==> src/rtl/dadda_mul_arbiter_pkg.sv <==
`default_nettype none
// ============================================================================
// Module : dadda_mul_arbiter_pkg
// Brief  : Shared widths and defaults for the Dadda multiplier arbiter.
// Rev    : 1.0
// ============================================================================
package dadda_mul_arbiter_pkg;

  localparam int c_PP_W             = 8;
  localparam int c_PROD_W           = 16;
  localparam int c_NREQ_DEF         = 4;
  localparam int c_MUL_LATENCY_DEF  = 5;
  localparam int c_RES_DEPTH_DEF    = 8;

  typedef logic [c_PP_W-1:0]   operand_t;
  typedef logic [c_PROD_W-1:0] product_t;

endpackage
`default_nettype wire

==> src/rtl/dadda_res_fifo.sv <==
`default_nettype none
// ============================================================================
// Module : dadda_res_fifo
// Brief  : Synchronous result FIFO with flush; the head holds the last popped entry when empty.
// Rev    : 1.0
// ============================================================================
module dadda_res_fifo
  import dadda_mul_arbiter_pkg::*;
#(
  parameter int W     = c_PROD_W + 2,
  parameter int DEPTH = c_RES_DEPTH_DEF
) (
  input  logic         clk,
  input  logic         rst,
  input  logic         clr,
  input  logic         push,
  input  logic [W-1:0] push_data,
  input  logic         pop,
  output logic [W-1:0] pop_data,
  output logic         empty,
  output logic         full
);

  localparam int c_AW = $clog2(DEPTH);

  logic [W-1:0]  r_mem [DEPTH];
  logic [c_AW:0] r_wr_ptr;
  logic [c_AW:0] r_rd_ptr;
  logic [c_AW:0] w_rd_idx;
  logic          w_do_push;
  logic          w_do_pop;

  assign empty     = (r_wr_ptr == r_rd_ptr);
  assign full      = (r_wr_ptr[c_AW] != r_rd_ptr[c_AW]) &&
                     (r_wr_ptr[c_AW-1:0] == r_rd_ptr[c_AW-1:0]);
  assign w_do_push = push && !full && !clr;
  assign w_do_pop  = pop && !empty && !clr;

  // When empty, present the slot just behind the read pointer (last popped entry).
  assign w_rd_idx  = empty ? (r_rd_ptr - (c_AW+1)'(1)) : r_rd_ptr;
  assign pop_data  = r_mem[w_rd_idx[c_AW-1:0]];

  always_ff @(posedge clk) begin
    if (w_do_push) begin
      r_mem[r_wr_ptr[c_AW-1:0]] <= push_data;
    end
  end

  always_ff @(posedge clk or posedge rst) begin
    if (rst) begin
      r_wr_ptr <= '0;
      r_rd_ptr <= '0;
    end else if (clr) begin
      r_wr_ptr <= '0;
      r_rd_ptr <= '0;
    end else begin
      if (w_do_push) r_wr_ptr <= r_wr_ptr + (c_AW+1)'(1);
      if (w_do_pop)  r_rd_ptr <= r_rd_ptr + (c_AW+1)'(1);
    end
  end

endmodule
`default_nettype wire

==> src/rtl/dadda_mul_arbiter.sv <==
`default_nettype none
// ============================================================================
// Module : dadda_mul_arbiter
// Brief  : Round-robin, credit-gated issue of NREQ requesters onto one pipelined
//          8x8 multiplier, with ID tag line and result FIFO.
// Rev    : 1.0
// ============================================================================
module dadda_mul_arbiter
  import dadda_mul_arbiter_pkg::*;
#(
  parameter int NREQ        = c_NREQ_DEF,
  parameter int MUL_LATENCY = c_MUL_LATENCY_DEF,
  parameter int RES_DEPTH   = c_RES_DEPTH_DEF,
  parameter int IDW         = $clog2(NREQ)
) (
  input  logic                   clk,
  input  logic                   rst,
  input  logic                   clr,
  input  logic [NREQ-1:0]        req_valid,
  input  logic [NREQ*c_PP_W-1:0] req_a,
  input  logic [NREQ*c_PP_W-1:0] req_b,
  output logic [NREQ-1:0]        req_ready,
  output logic [c_PP_W-1:0]      mul_a,
  output logic [c_PP_W-1:0]      mul_b,
  input  logic [c_PROD_W-1:0]    mul_y,
  output logic                   res_valid,
  input  logic                   res_ready,
  output logic [c_PROD_W-1:0]    res_y,
  output logic [IDW-1:0]         res_id,
  output logic                   busy
);

  localparam int c_CW = $clog2(RES_DEPTH + 1);
  localparam int c_FW = c_PROD_W + IDW;

  operand_t          w_a [NREQ];
  operand_t          w_b [NREQ];
  logic [IDW-1:0]    r_rr_ptr;
  logic [IDW-1:0]    w_hi_id;
  logic [IDW-1:0]    w_lo_id;
  logic [IDW-1:0]    w_gnt_id;
  logic              w_hi_found;
  logic              w_lo_found;
  logic              w_grant_en;
  logic              w_accept;
  logic              w_pop;
  logic              w_fifo_empty;
  logic              w_fifo_full;
  logic [c_FW-1:0]   w_fifo_out;
  logic [c_CW-1:0]   r_credit;
  logic [MUL_LATENCY-1:0] r_tag_v;
  logic [IDW-1:0]    r_tag_id [MUL_LATENCY];

  generate
    for (genvar gi = 0; gi < NREQ; gi++) begin : g_unpack
      assign w_a[gi] = req_a[gi*c_PP_W +: c_PP_W];
      assign w_b[gi] = req_b[gi*c_PP_W +: c_PP_W];
    end
  endgenerate

  // Two-pass scan: first valid at or above the pointer, else first valid from 0.
  always_comb begin
    w_hi_found = 1'b0;
    w_hi_id    = '0;
    w_lo_found = 1'b0;
    w_lo_id    = '0;
    for (int i = 0; i < NREQ; i++) begin
      if (!w_hi_found && req_valid[i] && (i >= int'(r_rr_ptr))) begin
        w_hi_found = 1'b1;
        w_hi_id    = IDW'(i);
      end
    end
    for (int i = 0; i < NREQ; i++) begin
      if (!w_lo_found && req_valid[i]) begin
        w_lo_found = 1'b1;
        w_lo_id    = IDW'(i);
      end
    end
  end

  assign w_gnt_id   = w_hi_found ? w_hi_id : w_lo_id;
  assign w_grant_en = !rst && !clr && (r_credit < c_CW'(RES_DEPTH));
  assign w_accept   = w_grant_en && w_lo_found;
  assign req_ready  = w_accept ? (NREQ'(1) << w_gnt_id) : '0;
  assign mul_a      = w_accept ? w_a[w_gnt_id] : '0;
  assign mul_b      = w_accept ? w_b[w_gnt_id] : '0;

  always_ff @(posedge clk or posedge rst) begin
    if (rst) begin
      r_rr_ptr <= '0;
    end else if (w_accept) begin
      r_rr_ptr <= (w_gnt_id == IDW'(NREQ - 1)) ? '0 : w_gnt_id + IDW'(1);
    end
  end

  // Tag line: last stage lines up with the multiplier product of the same op.
  always_ff @(posedge clk or posedge rst) begin
    if (rst) begin
      r_tag_v <= '0;
      for (int i = 0; i < MUL_LATENCY; i++) r_tag_id[i] <= '0;
    end else begin
      r_tag_v[0]  <= w_accept;
      r_tag_id[0] <= w_gnt_id;
      for (int i = 1; i < MUL_LATENCY; i++) begin
        r_tag_v[i]  <= r_tag_v[i-1] && !clr;
        r_tag_id[i] <= r_tag_id[i-1];
      end
    end
  end

  assign w_pop = res_valid && res_ready;

  always_ff @(posedge clk or posedge rst) begin
    if (rst) begin
      r_credit <= '0;
    end else if (clr) begin
      r_credit <= '0;
    end else begin
      case ({w_accept, w_pop})
        2'b10:   r_credit <= r_credit + c_CW'(1);
        2'b01:   r_credit <= r_credit - c_CW'(1);
        default: r_credit <= r_credit;
      endcase
    end
  end

  dadda_res_fifo #(
    .W     (c_FW),
    .DEPTH (RES_DEPTH)
  ) u_res_fifo (
    .clk       (clk),
    .rst       (rst),
    .clr       (clr),
    .push      (r_tag_v[MUL_LATENCY-1]),
    .push_data ({mul_y, r_tag_id[MUL_LATENCY-1]}),
    .pop       (w_pop),
    .pop_data  (w_fifo_out),
    .empty     (w_fifo_empty),
    .full      (w_fifo_full)
  );

  assign res_valid = !w_fifo_empty;
  assign res_y     = w_fifo_out[IDW +: c_PROD_W];
  assign res_id    = w_fifo_out[IDW-1:0];
  assign busy      = (r_credit != '0);

  // Credit gating keeps the FIFO from ever being pushed while full.
  logic w_unused;
  assign w_unused = w_fifo_full;

endmodule
`default_nettype wire

==> config.mk <==
export PLATFORM = sky130hd
export DESIGN_NAME = dadda_mul_arbiter
export DESIGN_NICKNAME = d
export VERILOG_FILES = /design/src/rtl/dadda_mul_arbiter_pkg.sv /design/src/rtl/dadda_res_fifo.sv /design/src/rtl/dadda_mul_arbiter.sv
export SDC_FILE = /design/constraint.sdc
export NUM_CORES = 1
export LEC_CHECK = 0
export CORE_MARGIN = 1.5
export CORE_UTILIZATION = 50
export DETAILED_ROUTE_END_ITERATION = 7
export DONT_BUFFER_PORTS = 1
export PLACE_DENSITY_LB_ADDON = 0.2
export SYNTH_ARGS = -nofsm -noshare
export SYNTH_HDL_FRONTEND = slang
export SYNTH_SLANG_ARGS = --single-unit
==> constraint.sdc <==
create_clock -name clk -period 4.2 [get_ports clk]
set_input_delay 0.84 -clock clk [delete_from_list [all_inputs] [get_ports clk]]
set_output_delay 0.84 -clock clk [all_outputs]
set_load 0.05 [all_outputs]
### After elaboration in Yosys (flattened, before gate mapping)

Memories as Yosys holds them, arrays and structs flattened.
Cells that the tools add are included.

| cells by class | value |
|---|---|
| add/sub/neg operators | 6 |
| order comparisons | 5 |
| equality and inequality tests | 6 |
| shift-type cells | 1 |
| multiplexer cells | 34 |
| bitwise gates (word level) | 1 |
| reduce and logical (&&, ||, !) cells | 36 |

Operators by type and width:

| cell | number |
|---|---|
| 8-bit two-way mux | 6 |
| 8-bit binary-select mux with 2-bit select | 2 |
| 4-bit two-way mux | 6 |
| 1-bit logical AND | 22 |
| 4-bit by 1-bit adder with 4-bit output, second input constant | 3 |
| 1-bit two-way mux | 12 |
| 2-bit two-way mux | 6 |
| 1-bit zero test | 10 |
| 4-bit one-hot mux with 2 select lines | 1 |
| 2-bit == test, second input constant | 2 |
| 4-bit == test | 1 |
| 1-bit by 2-bit >= comparator with 1-bit output, first input constant | 2 |
| 4-bit less-than comparator, second input constant | 1 |
| 2-bit nonzero test | 2 |
| 4-bit nonzero test | 1 |
| 1-bit by 2-bit << shifter with 4-bit output, first input constant | 1 |
| 4-bit by 1-bit subtractor with 4-bit output, second input constant | 1 |
| 3-bit == test | 1 |
| 3-bit >= comparator, second input constant | 1 |
| 3-bit two-way mux | 1 |
| 2-bit inverter with 3-bit output | 1 |
| 3-bit nonzero test | 1 |
| 3-bit by 1-bit subtractor with 3-bit output, second input constant | 1 |
| 2-bit by 1-bit adder with 2-bit output, second input constant | 1 |
| 3 further kinds | 3 |

| word-level totals | value |
|---|---|
| register bits | 29 |
| RAM bits | 144 |
| logic and storage cells | 100 |
| memories kept | 1 |

Memory list:

| memory | words | width | rd ports | clocked after Yosys merged registers in | wr ports | line | text |
|---|---|---|---|---|---|---|---|
| u_res_fifo.r_mem | 8 | 18 | 1 | 0 | 1 | dadda_res_fifo.sv:26 | `logic [W-1:0] r_mem [DEPTH];` |

### Logic depth before layout (Yosys ltp)

| logic depth | value |
|---|---|
| word-level depth | 20 |
| depth in mapped cells | 12 |
| gate-level depth less buffers | 9 |

### Hierarchy

From an unflattened synthesis, not the netlist that was laid out.

| unflattened totals | value |
|---|---|
| cells, all modules | 562 |
| area, all modules | 8727.1 um2 |

Modules (own cells, without submodules):

| module | times used | cells each | area an instance (um2) | sequential area each (um2) |
|---|---|---|---|---|
| dadda_res_fifo | 1 | 425 | 7310.8 | 4524.3 |
| dadda_mul_arbiter | 1 | 137 | 1416.4 | 525.5 |

### Worst setup path before layout

OpenSTA, ideal clock, no wires.

| timing path | value |
|---|---|
| kind | reg2out |
| start point | register u_res_fifo.r_rd_ptr[0] |
| end point | output res_id[1] |
| arrival time | 2920 ps |
| required time | 3360 ps |
| path slack | 440 ps |
| cell stages (with the launch flop) | 12 |
| buffers on the path | 6 |
| cell sequence | dfrtp_1 buf_6 buf_12 buf_6 buf_4 inv_1 ha_1 buf_4 clkbuf_1 mux4_2 a211oi_1 a21oi_1 |

| between the ends | value |
|---|---|
| word-level cells in the longest chain between the ends | 3 |
| elaborated cells on any way between the ends | 4 |
| those cells by class | add/sub (1); eq/ne (1); mux (1); memory (1) |

Ends and longest elaborated chain:

| element | line | text |
|---|---|---|
| start: declaration | dadda_res_fifo.sv:28 | `logic [c_AW:0] r_rd_ptr;` |
| start signal: assignment | dadda_res_fifo.sv:58 | `if (w_do_pop) r_rd_ptr <= r_rd_ptr + (c_AW+1)'(1);` |
| 3-bit by 1-bit subtractor with 3-bit output or 4-bit == test (tied branches) | dadda_res_fifo.sv:40, dadda_res_fifo.sv:33 |  |
| 3-bit two-way mux * | dadda_res_fifo.sv:40 | `assign w_rd_idx = empty ? (r_rd_ptr - (c_AW+1)'(1)) : r_rd_ptr;` |
| memory 8 x 18 bit * | -- |  |
| end: declaration | dadda_mul_arbiter.sv:29 | `output logic [IDW-1:0] res_id,` |

Every way passes the cells marked *; elsewhere a longest branch is shown, timed or not.

### Worst setup path after layout

| timing path | value |
|---|---|
| start point | register u_res_fifo.r_rd_ptr[0] |
| end point | output res_y[7] |

| between the ends | value |
|---|---|
| word-level cells in the longest chain between the ends | 3 |
| elaborated cells on any way between the ends | 4 |
| those cells by class | add/sub (1); eq/ne (1); mux (1); memory (1) |

Ends and longest elaborated chain:

| element | line | text |
|---|---|---|
| 3-bit by 1-bit subtractor with 3-bit output or 4-bit == test (tied branches) | dadda_res_fifo.sv:40, dadda_res_fifo.sv:33 |  |
| 3-bit two-way mux * | dadda_res_fifo.sv:40 |  |
| memory 8 x 18 bit * | -- |  |
| end: declaration | dadda_mul_arbiter.sv:28 | `output logic [c_PROD_W-1:0] res_y,` |

Marked as above.

==> flow_summary.html <==
<table>
<tr><th>Metric</th><th>Value</th></tr>
<tr><th colspan="2">Status</th></tr>
<tr><td>Outcome</td><td>completed</td></tr>
<tr><th colspan="2">Drt</th></tr>
<tr><td>Post-route DRC violation count</td><td>0</td></tr>
<tr><td>Routed wirelength normalized by instance count</td><td>23.0 um</td></tr>
<tr><td>DRC marker count from the first detailed-route iteration</td><td>307</td></tr>
<tr><td>Remaining antenna violation count after routing</td><td>0</td></tr>
<tr><td>Number of detailed-routing iterations run before antenna repair</td><td>4</td></tr>
<tr><td>Via-to-Cell Ratio</td><td>6.14</td></tr>
<tr><td>Post-Route WL</td><td>18000 um</td></tr>
<tr><td>Vias</td><td>4804</td></tr>
<tr><th colspan="2">Yosys</th></tr>
<tr><td>Mean cell area of the mapped netlist</td><td>17.1 um^2</td></tr>
<tr><td>Mux cell area share after synthesis</td><td>between 20% and 30%</td></tr>
<tr><td>Distinct cell type count after synthesis</td><td>48</td></tr>
<tr><td>Number of flops mapped to enable cells by yosys</td><td>roughly 140</td></tr>
<tr><td>Compound-Gate Fraction of Synth Area</td><td>4.75%</td></tr>
<tr><td>Post-synthesis sequential area ratio</td><td>~58%</td></tr>
<tr><td>Largest family of logic cells by synthesized area</td><td>multiplexers</td></tr>
<tr><td>Ys Warns</td><td>0</td></tr>
<tr><td>Adder and majority gate portion of the synthesized area</td><td>1.52%</td></tr>
<tr><td>Net count after synthesis</td><td>609</td></tr>
<tr><td>Share of the synthesized netlist area taken by xor and xnor gates</td><td>around 1.6%</td></tr>
<tr><td>Ys flop type</td><td>edfxtp_1</td></tr>
<tr><td>Synthesis-stage register bit count</td><td>around 170</td></tr>
<tr><td>Basic-gate share of the synthesized area counting and, or, nand and nor cells</td><td>4.82%</td></tr>
<tr><td>Gate count of the mapped netlist</td><td>511</td></tr>
<tr><td>Mapped Area</td><td>8720 um^2</td></tr>
<tr><td>Proportion of synthesized flip-flops having asynchronous set or reset</td><td>16.8%</td></tr>
<tr><th colspan="2">CTS</th></tr>
<tr><td>TritonCTS clock tree</td><td>built</td></tr>
<tr><td>Number of gates resized after cts</td><td>0</td></tr>
<tr><td>CTS Root Buffer Type</td><td>clkbuf_16</td></tr>
<tr><td>Number of buffers added by the clock tree synthesis step</td><td>17</td></tr>
<tr><td>Clk slew on worst S/H paths</td><td>60 ps</td></tr>
<tr><td>Clock H-tree levels</td><td>4</td></tr>
<tr><td>Clock insertion delay at the later pin of the skew report</td><td>around 420 ps</td></tr>
<tr><td>Setup Buffers After CTS</td><td>0</td></tr>
<tr><td>Buffers from clock root to sink, at most</td><td>2</td></tr>
<tr><td>CTS sink cnt</td><td>173</td></tr>
<tr><td>Hold Buf Count CTS</td><td>0</td></tr>
<tr><th colspan="2">Critical path</th></tr>
<tr><td>Arrival time of the worst setup path</td><td>around 2800 ps</td></tr>
<tr><td>Crit Path Class</td><td>flip-flop to output port</td></tr>
<tr><td>Kind of capture point of the worst setup path</td><td>output port</td></tr>
<tr><td>Category of cells accounting for the largest share of critical-path delay</td><td>buffers and inverters</td></tr>
<tr><td>Stage delay of the slowest cell on the critical path</td><td>490 ps</td></tr>
<tr><td>Startpoint types</td><td>flip-flop</td></tr>
<tr><td>Ordered list of cells on the worst path</td><td>inv_1 &gt; ha_1 &gt; buf_4 &gt; mux4_2 &gt; nor2b_1 &gt; a211oi_1 &gt; a21oi_1 &gt; buf_4</td></tr>
<tr><td>Critical path buffers and inverters</td><td>3</td></tr>
<tr><td>Worst path required time</td><td>3360 ps</td></tr>
<tr><td>Slowest cell on crit path</td><td>ha_1</td></tr>
<tr><td>Max Fanout on Critical Path</td><td>20</td></tr>
<tr><td>Cell repeated most along the worst path</td><td>buf_4</td></tr>
<tr><th colspan="2">STA</th></tr>
<tr><td>Fmax</td><td>0.272 GHz</td></tr>
<tr><td>Setup-violating endpoint count in the final report</td><td>0</td></tr>
<tr><td>Time the worst path needs with I/O delays and setup</td><td>3680 ps</td></tr>
<tr><td>Slew headroom</td><td>49.7%</td></tr>
<tr><td>Setup repair after global routing missed its margin</td><td>no</td></tr>
<tr><td>Worst Tran Pin Value</td><td>754 ps</td></tr>
<tr><td>Post-route clock skew</td><td>~9.6 ps</td></tr>
<tr><td>Final worst path period share</td><td>87.6%</td></tr>
<tr><td>Number of pins exceeding their max-slew limit in the final report</td><td>0</td></tr>
<tr><td>Hold Fails Final Rpt</td><td>0</td></tr>
<tr><td>Total Negative Setup Slacks</td><td>0 ps</td></tr>
<tr><th colspan="2">Placement</th></tr>
<tr><td>Gp weighted congestion</td><td>roughly 0.97</td></tr>
<tr><td>DP HPWL</td><td>11200 um</td></tr>
<tr><td>Number of buffers added on ports</td><td>0</td></tr>
<tr><th colspan="2">Die</th></tr>
<tr><td>Effective utilization at floorplan</td><td>50.7%</td></tr>
<tr><td>Die Ht</td><td>135 um</td></tr>
<tr><td>Die area</td><td>18200 um^2</td></tr>
<tr><td>Number of placed I/O pins</td><td>between 100 and 150</td></tr>
<tr><td>Std-Cell Rows</td><td>48</td></tr>
<tr><td>Area inside the core boundary</td><td>17200 um^2</td></tr>
<tr><td>Die Width</td><td>135 um</td></tr>
<tr><th colspan="2">Pwr</th></tr>
<tr><td>Power density over cell area</td><td>435 nW/um^2</td></tr>
<tr><td>VDD IR max</td><td>0.299 mV</td></tr>
<tr><td>Switching fraction of total power</td><td>23.2%</td></tr>
<tr><td>Pint</td><td>3.29 mW</td></tr>
<tr><td>Net switching power of the design</td><td>0.994 mW</td></tr>
<tr><td>Leakage dissipation</td><td>3.34 nW</td></tr>
<tr><td>Clock power share</td><td>between 40% and 50%</td></tr>
<tr><td>Overall power</td><td>4.28 mW</td></tr>
<tr><td>Fraction of power consumed by sequential logic</td><td>45.8%</td></tr>
<tr><td>Comb pwr share</td><td>13.2%</td></tr>
<tr><th colspan="2">Job</th></tr>
<tr><td>Max-cap violations</td><td>0</td></tr>
<tr><th colspan="2">Final layout</th></tr>
<tr><td>Commonest non-fill, non-tap cells in the layout</td><td>edfxtp_1 (144), mux4_2 (67), mux2i_1 (54), buf_4 (54), dfrtp_1 (27)</td></tr>
<tr><td>Most common cell after layout, fill and taps aside</td><td>edfxtp_1</td></tr>
<tr><td>Total number of nets in the final design</td><td>641</td></tr>
<tr><td>Layout cell share with drive strength beyond 1</td><td>30.6%</td></tr>
<tr><td>Area Overhead vs Synth</td><td>12.9%</td></tr>
<tr><th colspan="2">Global routing</th></tr>
<tr><td>All-layer global routing usage</td><td>approximately a fifth</td></tr>
<tr><td>Initial antenna violation count</td><td>2</td></tr>
<tr><td>Grt total ovfl</td><td>0</td></tr>
<tr><td>Global-route wire length before repair</td><td>27800 um</td></tr>
<tr><td>Vias in the first global route</td><td>5036</td></tr>
<tr><td>Pin count of the biggest net entering global routing</td><td>76</td></tr>
<tr><th colspan="2">Hold path</th></tr>
<tr><td>Hold Crit Class</td><td>flip-flop to flip-flop</td></tr>
</table>
## cell families after synthesis
family	Yosys count
muxes	129
DFF	173
AOI/OAI and AO/OA	64
adders and majority gates	10
buffers and inverters	51
and+or+nand+nor	71
xor gates and xnor gates	13
## power groups by stage
| stage | logic, mW | clock network, mW | registers [mW] |
|---|---|---|---|
| after global placement | 0.554 | 0 | 1.99 |
| final | 0.564 | 1.76 | 1.96 |
| after floorplan | 0.455 | 0 | 1.98 |
| after CTS | 0.568 | 1.79 | 1.96 |
| after global routing | 0.600 | 1.85 | 1.97 |
| after detailed placement | 0.567 | 0 | 2.00 |
## metrics by stage
step                      instances  utilization [%]  setup slack (ps)  hold slack, ps  area [um^2]
after floorplan                 511                -               440             331         8720
after global placement          749             53.4               873             332         9170
after detailed placement        749             53.4               761             336         9170
after CTS                       781             57.3               471             350         9840
after global routing            783             57.3               372             350         9840
final                           783             57.3               519             345         9840
## cells in the mapped netlist (2+ instances only)
library cell | instances | area share [%]
ha_1 | 9 | 1.3
nor4_1 | 2 | 0.14
nor3b_1 | 4 | 0.34
mux2i_1 | 54 | 6.2
dfrtp_1 | 29 | 8.3
inv_1 | 9 | 0.39
buf_2 | 17 | 0.98
nor2b_1 | 20 | 1.4
clkbuf_1 | 4 | 0.17
a21oi_1 | 23 | 1.3
a211oi_1 | 17 | 1.5
buf_6 | 9 | 1.2
xnor2_1 | 8 | 0.80
mux4_1 | 5 | 1.5
nor3_2 | 2 | 0.23
nor3_1 | 2 | 0.11
o22ai_1 | 16 | 1.1
nand2_1 | 4 | 0.17
and2b_1 | 3 | 0.26
and2_1 | 5 | 0.36
mux4_2 | 67 | 17
nor2_1 | 17 | 0.73
buf_4 | 9 | 0.78
mux2_2 | 2 | 0.26
a41o_1 | 2 | 0.23
xor2_1 | 3 | 0.30
and3b_1 | 2 | 0.20
edfxtp_1 | 144 | 50
nand3_1 | 3 | 0.17
o21ai_0 | 2 | 0.11
## metal layers
| metal | GRT usage, % | part of all wire [%] |
|---|---|---|
| met1 | 24.8 | 39 |
| met2 | 37.0 | 54 |
| met3 | 5.41 | 5.5 |
| met4 | 7.53 | 2.2 |
| met5 | 0 | 0 |
## final timing paths
kind	depth (start not counted)	startpoint	slack [ps]	endpoint
max	8	u_res_fifo.r_rd_ptr[0]	520	res_y[7]
min	0	r_tag_id[8]	350	r_tag_id[6]
max reg2reg	10	u_res_fifo.r_rd_ptr[0]	1220	r_credit[3]
min reg2reg	0	r_tag_id[8]	350	r_tag_id[6]
max in group asynchronous	2	rst	3530	u_res_fifo.r_rd_ptr[0]
min in group asynchronous	2	rst	370	r_credit[3]
## final cells by class
type                            instances  area, um^2
Tap cell                              225         282
Clock buffer                           22         464
Inverter                                9        33.8
Fill cell                            1363        7330
Multi-Input combinational cell        287        3370
Clock inverter                         10         210
Timing Repair Buffer                   55         425
Antenna cell                            2        5.00
Sequential cell                       173        5050
## flip-flops by register name, summed over array words and instances (netlist names)
name / count
u_res_fifo.r_rd_ptr: 4
r_rr_ptr: 2
u_res_fifo.r_mem: 144
u_res_fifo.r_wr_ptr: 4
r_tag_id: 10
r_credit: 4
r_tag_v: 5
No activity file was read; power rests on OpenSTA's default activity.
